<file path="src/rtl/cdr_phase_controller.sv">
// ---------------------------------------------------------------------------
// cdr_phase_controller
//
// Picks the data-sampling phase for an oversampling CDR. Edge reports
// (edge_valid/edge_phase) are voted on; once a phase index has been reported
// FILTER_DEPTH times in a row it becomes the adopted edge reference edge_ref.
// The sampling phase sits half a UI away from that edge:
//   phase_sel = (edge_ref + N_PHASE/2) mod N_PHASE.
// Adjacent edge drift is tracked in place; a non-adjacent edge or a long
// silence throws the loop back into acquisition.
//
// States: IDLE -> ACQUIRE -> TRACK -> LOCKED.
//
// Ports:
//   ref_clk       in   sole clock, rising edge
//   rst_n         in   asynchronous active-low reset
//   enable        in   run request; low forces IDLE (phase_sel retained)
//   edge_valid    in   transition detected this cycle
//   edge_phase    in   [SW] phase index of the transition
//   phase_sel     out  [SW] sampling phase for the data mux
//   locked        out  lock status
//   phase_update  out  one-cycle pulse when a new edge reference is adopted
//   slip_err      out  one-cycle pulse when lock is lost
//   stats_clr     in   (CDR_PHASE_CTRL_STATS_EN only) clear slip_count
//   slip_count    out  [8] (CDR_PHASE_CTRL_STATS_EN only) saturating count
//                      of slip_err pulses
//
// Optional feature macro: CDR_PHASE_CTRL_STATS_EN
// ---------------------------------------------------------------------------
module cdr_phase_controller #(
  parameter int N_PHASE      = 5,
  parameter int FILTER_DEPTH = 4,
  parameter int LOCK_COUNT   = 16,
  parameter int LOSS_COUNT   = 64,
  localparam int SW          = $clog2(N_PHASE)
) (
  input  logic          ref_clk,
  input  logic          rst_n,
  input  logic          enable,
  input  logic          edge_valid,
  input  logic [SW-1:0] edge_phase,
`ifdef CDR_PHASE_CTRL_STATS_EN
  input  logic          stats_clr,
  output logic [7:0]    slip_count,
`endif
  output logic [SW-1:0] phase_sel,
  output logic          locked,
  output logic          phase_update,
  output logic          slip_err
);

  localparam int VW = $clog2(FILTER_DEPTH + 1);
  localparam int LW = $clog2(LOCK_COUNT + 1);
  localparam int TW = $clog2(LOSS_COUNT + 1);

  localparam logic [SW:0]   NP       = (SW+1)'(N_PHASE);
  localparam logic [SW:0]   HALF     = (SW+1)'(N_PHASE / 2);
  localparam logic [SW:0]   STEP_UP  = (SW+1)'(1);
  localparam logic [SW:0]   STEP_DN  = (SW+1)'(N_PHASE - 1);
  localparam logic [SW-1:0] PSEL_RST = SW'(N_PHASE / 2);
  localparam logic [VW-1:0] FD       = VW'(FILTER_DEPTH);
  localparam logic [LW-1:0] LC       = LW'(LOCK_COUNT);
  localparam logic [TW-1:0] LOSS     = TW'(LOSS_COUNT);
  localparam logic [TW-1:0] LOSS_M1  = TW'(LOSS_COUNT - 1);

  typedef enum logic [1:0] {IDLE, ACQUIRE, TRACK, LOCKED} state_t;

  // (a + b) mod N_PHASE for a, b < N_PHASE: one conditional subtract is
  // enough, so the result can never reach N_PHASE.
  function automatic logic [SW-1:0] phase_add(input logic [SW-1:0] a,
                                              input logic [SW:0]   b);
    logic [SW:0] s;
    s = {1'b0, a} + b;
    if (s >= NP) s = s - NP;
    return s[SW-1:0];
  endfunction

  state_t        state, state_n;
  logic [SW-1:0] edge_ref, edge_ref_n;
  logic [SW-1:0] phase_sel_n;
  logic [SW-1:0] candidate, candidate_n;
  logic [VW-1:0] vote_cnt, vote_n, vote_inc;
  logic [LW-1:0] stable_cnt, stable_n, stable_inc;
  logic [TW-1:0] silence_cnt, silence_n;
  logic          locked_n, phase_update_n, slip_err_n;
  logic          ev, vote_full, is_adj, sil_hit;

  always_ff @(posedge ref_clk or negedge rst_n) begin
    if (!rst_n) begin
      state        <= IDLE;
      edge_ref     <= '0;
      phase_sel    <= PSEL_RST;
      candidate    <= '0;
      vote_cnt     <= '0;
      stable_cnt   <= '0;
      silence_cnt  <= '0;
      locked       <= 1'b0;
      phase_update <= 1'b0;
      slip_err     <= 1'b0;
    end else begin
      state        <= state_n;
      edge_ref     <= edge_ref_n;
      phase_sel    <= phase_sel_n;
      candidate    <= candidate_n;
      vote_cnt     <= vote_n;
      stable_cnt   <= stable_n;
      silence_cnt  <= silence_n;
      locked       <= locked_n;
      phase_update <= phase_update_n;
      slip_err     <= slip_err_n;
    end
  end

  always_comb begin
    state_n        = state;
    edge_ref_n     = edge_ref;
    phase_sel_n    = phase_sel;
    candidate_n    = candidate;
    vote_n         = vote_cnt;
    stable_n       = stable_cnt;
    silence_n      = silence_cnt;
    locked_n       = locked;
    phase_update_n = 1'b0;
    slip_err_n     = 1'b0;

    // An out-of-range index cannot be a real transition; it is ignored and
    // the cycle counts as silent, so edge_ref can never leave 0..N_PHASE-1.
    ev = edge_valid && ({1'b0, edge_phase} < NP);

    vote_inc   = (edge_phase == candidate)
                 ? ((vote_cnt == FD) ? vote_cnt : vote_cnt + VW'(1))
                 : VW'(1);
    vote_full  = (vote_inc == FD);
    stable_inc = (stable_cnt == LC) ? stable_cnt : stable_cnt + LW'(1);
    is_adj     = (edge_phase == phase_add(edge_ref, STEP_UP)) ||
                 (edge_phase == phase_add(edge_ref, STEP_DN));
    // Only a silent cycle can time out, so timeout and edge handling never
    // compete within one cycle.
    sil_hit    = !ev && (silence_cnt == LOSS_M1);

    if (ev)                        silence_n = '0;
    else if (silence_cnt != LOSS)  silence_n = silence_cnt + TW'(1);

    if (!enable) begin
      state_n   = IDLE;
      locked_n  = 1'b0;
      vote_n    = '0;
      stable_n  = '0;
      silence_n = '0;
    end else begin
      case (state)
        IDLE: begin
          // Silence is only measured while running.
          state_n   = ACQUIRE;
          vote_n    = '0;
          silence_n = '0;
        end

        ACQUIRE: begin
          if (ev) begin
            candidate_n = edge_phase;
            if (vote_full) begin
              edge_ref_n     = edge_phase;
              phase_sel_n    = phase_add(edge_phase, HALF);
              phase_update_n = 1'b1;
              vote_n         = '0;
              stable_n       = '0;
              state_n        = TRACK;
            end else begin
              vote_n = vote_inc;
            end
          end
        end

        TRACK, LOCKED: begin
          if (sil_hit) begin
            state_n    = ACQUIRE;
            locked_n   = 1'b0;
            slip_err_n = (state == LOCKED);
            vote_n     = '0;
            stable_n   = '0;
          end else if (ev) begin
            if (edge_phase == edge_ref) begin
              // A confirming edge also cancels any half-built drift vote.
              vote_n   = '0;
              stable_n = stable_inc;
              if (state == TRACK && stable_inc == LC) begin
                state_n  = LOCKED;
                locked_n = 1'b1;
              end
            end else if (is_adj) begin
              candidate_n = edge_phase;
              if (vote_full) begin
                edge_ref_n     = edge_phase;
                phase_sel_n    = phase_add(edge_phase, HALF);
                phase_update_n = 1'b1;
                vote_n         = '0;
                // LOCKED keeps its confidence across a one-step drift.
                if (state == TRACK) stable_n = '0;
              end else begin
                vote_n = vote_inc;
              end
            end else begin
              // The reporting edge is the first vote of the new acquisition.
              state_n     = ACQUIRE;
              candidate_n = edge_phase;
              vote_n      = VW'(1);
              stable_n    = '0;
              locked_n    = 1'b0;
              slip_err_n  = (state == LOCKED);
            end
          end
        end

        default: state_n = IDLE;
      endcase
    end
  end

`ifdef CDR_PHASE_CTRL_STATS_EN
  // Counts registered slip_err pulses; a clear on the same cycle wins.
  always_ff @(posedge ref_clk or negedge rst_n) begin
    if (!rst_n)                              slip_count <= '0;
    else if (stats_clr)                      slip_count <= '0;
    else if (slip_err && slip_count != 8'hFF) slip_count <= slip_count + 8'd1;
  end
`endif

endmodule
</file>
<file path="config.mk">
export PLATFORM = sky130hd
export DESIGN_NAME = cdr_phase_controller
export DESIGN_NICKNAME = d
export VERILOG_FILES = /design/src/rtl/cdr_phase_controller.sv
export SDC_FILE = /design/constraint.sdc
export NUM_CORES = 1
export LEC_CHECK = 0
export ABC_AREA = 1
export ABC_CLOCK_PERIOD_IN_PS = 2400
export BUFFER_PORTS_ARGS = -buffer_cell sky130_fd_sc_hd__buf_2
export CAP_MARGIN = 20
export CORE_MARGIN = 1
export CORE_UTILIZATION = 55
export DETAILED_ROUTE_END_ITERATION = 10
export PLACE_DENSITY = 0.85
export SETUP_SLACK_MARGIN = 0.5
export SYNTH_ARGS = -nofsm -noshare
export SYNTH_HDL_FRONTEND = slang
export SYNTH_SLANG_ARGS = --single-unit
</file>
<file path="constraint.sdc">
create_clock -name ref_clk -period 2.4 [get_ports ref_clk]
set_input_delay 0.36 -clock ref_clk [delete_from_list [all_inputs] [get_ports ref_clk]]
set_output_delay 0.36 -clock ref_clk [all_outputs]
set_load 0.02 [all_outputs]
</file>
## Yosys cells after proc, flatten, opt, wreduce, memory -nomap -nowiden

Index checks and enable logic that the tools add are counted.

- $lt $le $gt $ge: 4
- Multiplexer cells: 77
- Add/sub/neg operators: 9
- Equal/unequal tests: 31
- Reductions and logical operators: 14

Operators with widths:

| cell | number |
|---|---|
| 2-to-1 mux 3 bit | 28 |
| 2-to-1 mux 5 bit | 10 |
| 2-to-1 mux 7 bit | 4 |
| 2-to-1 mux 1 bit | 20 |
| one-hot mux 3 bit (2 select lines) | 3 |
| 2-to-1 mux 2 bit | 8 |
| == test 3 bit | 4 |
| greater-or-equal comparator 4 x 3 -> 1 bit (second input constant) | 3 |
| inequality test 6 bit (second input constant) | 2 |
| AND reduction 6 bit | 2 |
| == test 5 bit (second input constant) | 2 |
| inequality test 2 bit (second input constant) | 5 |
| inequality test 5 bit (second input constant) | 2 |
| one-hot mux 5 bit (2 select lines) | 1 |
| one-hot mux 3 bit (3 select lines) | 1 |
| subtractor 3 bit (second input constant) | 3 |
| adder 7 x 1 -> 7 bit (second input constant) | 1 |
| == test 7 x 6 -> 1 bit (second input constant) | 1 |
| inequality test 7 bit (second input constant) | 1 |
| AND reduction 7 bit | 1 |
| == test 3 bit (second input constant) | 2 |
| inequality test 3 x 1 -> 1 bit (second input constant) | 2 |
| inequality test 3 bit (second input constant) | 2 |
| one-hot mux 2 bit (3 select lines) | 1 |
| other kinds (23) | 26 |

- Bits in registers: 29
- Input port bits: 7

## Logic depth before layout (Yosys ltp)

- Depth after elaboration: 11
- Mapped depth: 16

## Least setup slack after synthesis

Ideal clock, no wire load.

- Path type: flip-flop to flip-flop
- Start: register edge_ref[0]
- End: register edge_ref[1]
- Path buffers: 1
- Library setup time: 122 ps
- Period minus slack after synthesis: 1925 ps
- Required time: 2278 ps
- Cell stages (with the launch flop): 13
- Arrival: 1803 ps
- Path slack: 475 ps
- Path through: dfrtp_1 > inv_1 > ha_1 > ha_1 > xor2_1 > nand2_1 > nor3_1 > nor2_1 > nand3_1 > nand2_2 > buf_6 > nand2_1 > o21ai_2

- Cells in the longest elaborated chain, start to end: 7
- Elaborated cells between the ends (all ways): 15
- Those cells by class: 4 x add/sub; 2 x order compare; 5 x eq/ne; 2 x mux; 2 x reduce/logical

Ends and longest elaborated chain:

| what | line | text |
|---|---|---|
| start, declared | 79 | `logic [SW-1:0] edge_ref, edge_ref_n;` |
| start signal, assigned | 102 | `edge_ref <= edge_ref_n;` |
| adder 3 x 1 -> 4 bit or adder 3 x 3 -> 4 bit (tied branches) | 73 | `s = {1'b0, a} + b;` |
| greater-or-equal comparator 4 x 3 -> 1 bit or subtractor 3 bit (tied branches) | 74 | `if (s >= NP) s = s - NP;` |
| 2-to-1 mux 3 bit | 74 |  |
| == test 3 bit, on equally long branches | 135, 136 |  |
| logical OR 1 bit | 135 | `is_adj = (edge_phase == phase_add(edge_ref, STEP_UP)) \|\|` |
| inequality test 2 bit (no source line) | - |  |
| AND reduction 7 bit (no source line) (*) | - |  |

Every way passes the cells marked *; elsewhere a longest branch is shown, timed or not.
A chain may end at the register's enable or synchronous reset.

## Worst setup path in the final report

- Start: input port edge_phase[1]
- End: register stable_cnt[3]

- Cells in the longest elaborated chain, start to end: 8
- Elaborated cells between the ends (all ways): 23
- Those cells by class: 1 x order compare; 10 x eq/ne; 7 x mux; 5 x reduce/logical

Ends and longest elaborated chain:

| what | line | text |
|---|---|---|
| start, declared | 41 | `input logic [SW-1:0] edge_phase,` |
| == test 3 bit, on equally long branches | 135, 136 |  |
| logical OR 1 bit | 135 |  |
| 2-to-1 mux 5 bit | 191 | `end else if (is_adj) begin` |
| 2-to-1 mux 5 bit | 183 | `if (edge_phase == edge_ref) begin` |
| 2-to-1 mux 5 bit | 182 | `end else if (ev) begin` |
| 2-to-1 mux 5 bit | 176 | `if (sil_hit) begin` |
| one-hot mux 5 bit (2 select lines) | 151 | `case (state)` |
| 2-to-1 mux 5 bit | 144 | `if (!enable) begin` |
| end signal, assigned | 106 | `stable_cnt <= stable_n;` |
| end, declared | 83 | `logic [LW-1:0] stable_cnt, stable_n, stable_inc;` |

Parallel ways exist; a longest one is shown, timed or not. The select of a mux whose other input is x is not followed.

==> Flow_metrics.wiki <==
{| class="wikitable"
! Metric !! Value
|-
| Num ports || 13
|-
| Final Net Count || 356
|-
| Status || finished, final reports clean
|-
| Overall Power || 1.61 mW
|-
| Static leakage power || 1.33 nW
|-
| DRC marker count from the first detailed-route iteration || 181
|-
| Unrepaired setup endpoints after global routing || yes
|-
| Synthesized instance count || 299
|-
| Number of nets produced by synthesis || 323
|-
| Number of distinct library cell variants in the gate-level netlist after synthesis || 32
|-
| Layout cell share with drive strength beyond 1 || 29.5%
|-
| Effective utilization at floorplan || 58.4%
|-
| Highest-count cells in the layout ignoring fill and taps || sky130_fd_sc_hd__nand2_1 (67), sky130_fd_sc_hd__inv_1 (35), sky130_fd_sc_hd__dfrtp_1 (25)
|-
| Vias post-DR || 2165
|-
| Die boundary height || 64.8 um
|-
| Clock latency on the worst-skew pair || 0.30 ns
|-
| Power density of the placed cells || 590 nW/um2
|-
| Width of the die || 64.8 um
|-
| Antenna violations before repair || 0
|-
| Total Neg Setup Slack || 0 ns
|-
| Total area of sequential cells || 731 um2
|-
| CTS tree || built
|-
| Final hold violation count || 0
|-
| Worst Hold Class || in2async
|-
| Synth warn || 0
|-
| Maximum vdd drop || 0.319 mV
|-
| Final Non-Filler Cells || 380
|-
| Largest net degree at the start of global routing || 30
|-
| 1st-pass router iterations || 6
|-
| Placed standard-cell area || 2300 um2
|-
| Quantity of I/O buffers inserted on ports || 12
|-
| Proportion of synthesized flip-flops having asynchronous set or reset || 100%
|-
| Startpoint-to-endpoint class of the critical path || in2reg
|-
| H-Tree Level Count || 2
|-
| Worst clock skew on the final layout || 0.00686 ns
|-
| Total standard cell area after synthesis || 2170 um2
|-
| Final cell area excluding filler cells || 2740 um2
|-
| Finish-stage setup viols || 0
|-
| Element type at the critical path end || flop
|-
| Routed wire length || 5880 um
|-
| Wire length of the first global-routing pass || 8500 um
|-
| Number of buffers inserted during clock tree synthesis || 5
|-
| Remaining antenna violation count || 0
|-
| Hold bufs inserted after CTS || 0
|-
| Number of enable flip-flop cells after synthesis || 0
|-
| GR Util All Layers || 26.7%
|-
| Placeable core region || 3720 um2
|-
| Ratio of final minimum period to clock period || 84.4%
|-
| Die Footprint || 4200 um2
|-
| Synth-to-layout area growth || 26.2%
|-
| Slew at the pin with the worst max-slew slack || 0.656 ns
|-
| Critical Path RT || 2.62 ns
|-
| Timing-limited maximum frequency || 0.494 GHz
|-
| Depth of the most critical reg-to-reg path || 10
|-
| CP startpoint kind || primary input
|-
| Top fanout value on the critical path || 8
|-
| Tightest hold margin || 0.0889 ns
|-
| Fin. max-slew vios || 0
|-
| Maximum clock insertion buffer count || 2
|-
| Critical Path AT || 2.25 ns
|-
| Leading cell type in the layout, fill and taps excluded || sky130_fd_sc_hd__nand2_1
|-
| Slew Limit Headroom || 56.3%
|-
| Number of global-route vias before repair || 1833
|-
| Combined area of the multi-input logic cells || 1510 um2
|-
| Count of filler cells inserted in the layout || 269
|-
| Post-synthesis sequential area ratio || 33.5%
|-
| Max-cap violation count || 0
|-
| CTS Root Buffer Type || sky130_fd_sc_hd__clkbuf_8
|-
| DRC violations left || 0
|-
| Clock input transition at the sequential cells of the worst setup and hold paths || 0.06 ns
|-
| Most used DFF post-synth || sky130_fd_sc_hd__dfrtp_1
|-
| Syn_area_per_cell || 7.26 um2
|-
| Total number of clock tree sinks || 29
|-
| Per-cell routed wire length || 15.5 um
|-
| Drt via density || 5.70
|-
| Fin crit period || 2.03 ns
|-
| Flip-flop and latch count after synthesis || 29
|-
| Half-perimeter wire length after detailed placement || 3410 um
|-
| Final weighted congestion of routability-driven global placement || 0.874
|-
| Count of inserted antenna diode cells || 0
|-
| Total grt overflow || 0
|-
| Placement Rows || 22
|-
| Number of instances in the placed design || 359
|}
[layer usage]
layer,part of all wire (%),global-route usage [%]
met3,6.5,4.93
met5,0,0
met4,3.9,13.3
met1,41,32.6
met2,49,44.7
[final cells by class]
| cell class | instances | share of cell area (%) |
|---|---|---|
| clock buffer | 7 | 3.15 |
| tap | 48 | 2.19 |
| timing repair buffer | 28 | 7.13 |
| multi-input combinational | 227 | 55.2 |
| inverter | 41 | 5.62 |
| sequential | 29 | 26.7 |
[worst max-delay path, stage by stage]
cell                      delay [ns]
sky130_fd_sc_hd__buf_2          0.21
sky130_fd_sc_hd__inv_1          0.11
sky130_fd_sc_hd__ha_1           0.25
sky130_fd_sc_hd__nand2_1        0.10
sky130_fd_sc_hd__nand2_1        0.06
sky130_fd_sc_hd__nor2_1         0.09
sky130_fd_sc_hd__inv_1          0.12
sky130_fd_sc_hd__nand2_2        0.15
sky130_fd_sc_hd__nand2_2        0.12
sky130_fd_sc_hd__nor2_4         0.15
sky130_fd_sc_hd__inv_1          0.14
sky130_fd_sc_hd__nor3_1         0.18
sky130_fd_sc_hd__nand3_1        0.11
sky130_fd_sc_hd__nand2_1        0.11
[cells in the mapped netlist (2+ instances only)]
library cell,n,area (um2)
sky130_fd_sc_hd__a21oi_1,5,25.0
sky130_fd_sc_hd__a31oi_1,2,12.5
sky130_fd_sc_hd__nor2_1,29,109
sky130_fd_sc_hd__nand4_1,5,31.3
sky130_fd_sc_hd__nand3_2,2,20.0
sky130_fd_sc_hd__inv_1,39,146
sky130_fd_sc_hd__o21ai_0,11,55.1
sky130_fd_sc_hd__nand2_1,83,312
sky130_fd_sc_hd__inv_2,2,7.51
sky130_fd_sc_hd__ha_1,16,200
sky130_fd_sc_hd__nand2_2,4,25.0
sky130_fd_sc_hd__o21ai_2,5,43.8
sky130_fd_sc_hd__nand3_1,26,130
sky130_fd_sc_hd__xor2_1,7,61.3
sky130_fd_sc_hd__xnor2_1,6,52.6
sky130_fd_sc_hd__dfrtp_1,28,701
sky130_fd_sc_hd__nor3_1,14,70.1
[metrics by stage]
| step | utilization, % | setup WS (ns) |
|---|---|---|
| after floorplan | - | 0.487 |
| after global placement | 61.9 | 0.337 |
| after detailed placement | 61.9 | 0.262 |
| after CTS | 67.8 | 0.502 |
| after global routing | 73.7 | 0.281 |
| final | 73.7 | 0.374 |
[timing repair]
| action | CTS | global route |
|---|---|---|
| setup endpoints to repair | 19 | 19 |
| hold endpoints to repair | 0 | 0 |
| resized for setup | 23 | 43 |
| cloned | 0 | 1 |
| pin swaps | 12 | 18 |
| setup buffers | 7 | 6 |
[kinds of logic after synthesis]
kind of cell | share of synthesized area [%]
fa+ha+maj | 10.1
flops | 33.5
simple gates | 34.4
buf+inv | 8.02
compound gates | 7.90
xor+xnor | 6.00
[final timing paths]
check	startpoint	end	slack (ns)
worst max-delay path	edge_phase[1]	stable_cnt[3]	0.37
worst min-delay path	rst_n	candidate[1]	0.09
worst max register to register	edge_ref[0]	edge_ref[1]	0.39
worst min register to register	phase_sel[1]	phase_sel[1]	0.49
max in group asynchronous	rst_n	state[1]	1.84
min in group ref_clk	enable	slip_err	0.37
[report_power, final]
group | switching (mW) | total (mW) | internal, mW | leakage, nW
clock | 0.185 | 0.411 | 0.227 | 0.0443
combinational | 0.376 | 0.573 | 0.197 | 0.901
sequential | 0.0855 | 0.630 | 0.544 | 0.383
total | 0.646 | 1.61 | 0.969 | 1.33
[flip-flops by register name, summed over array words and instances (netlist names)]
name / flops
slip_err: 1
phase_update: 1
phase_sel: 3
edge_ref: 3
candidate: 3
vote_cnt: 3
stable_cnt: 5
silence_cnt: 7
locked: 1
state: 2
Power figures use the tool's default switching activity.
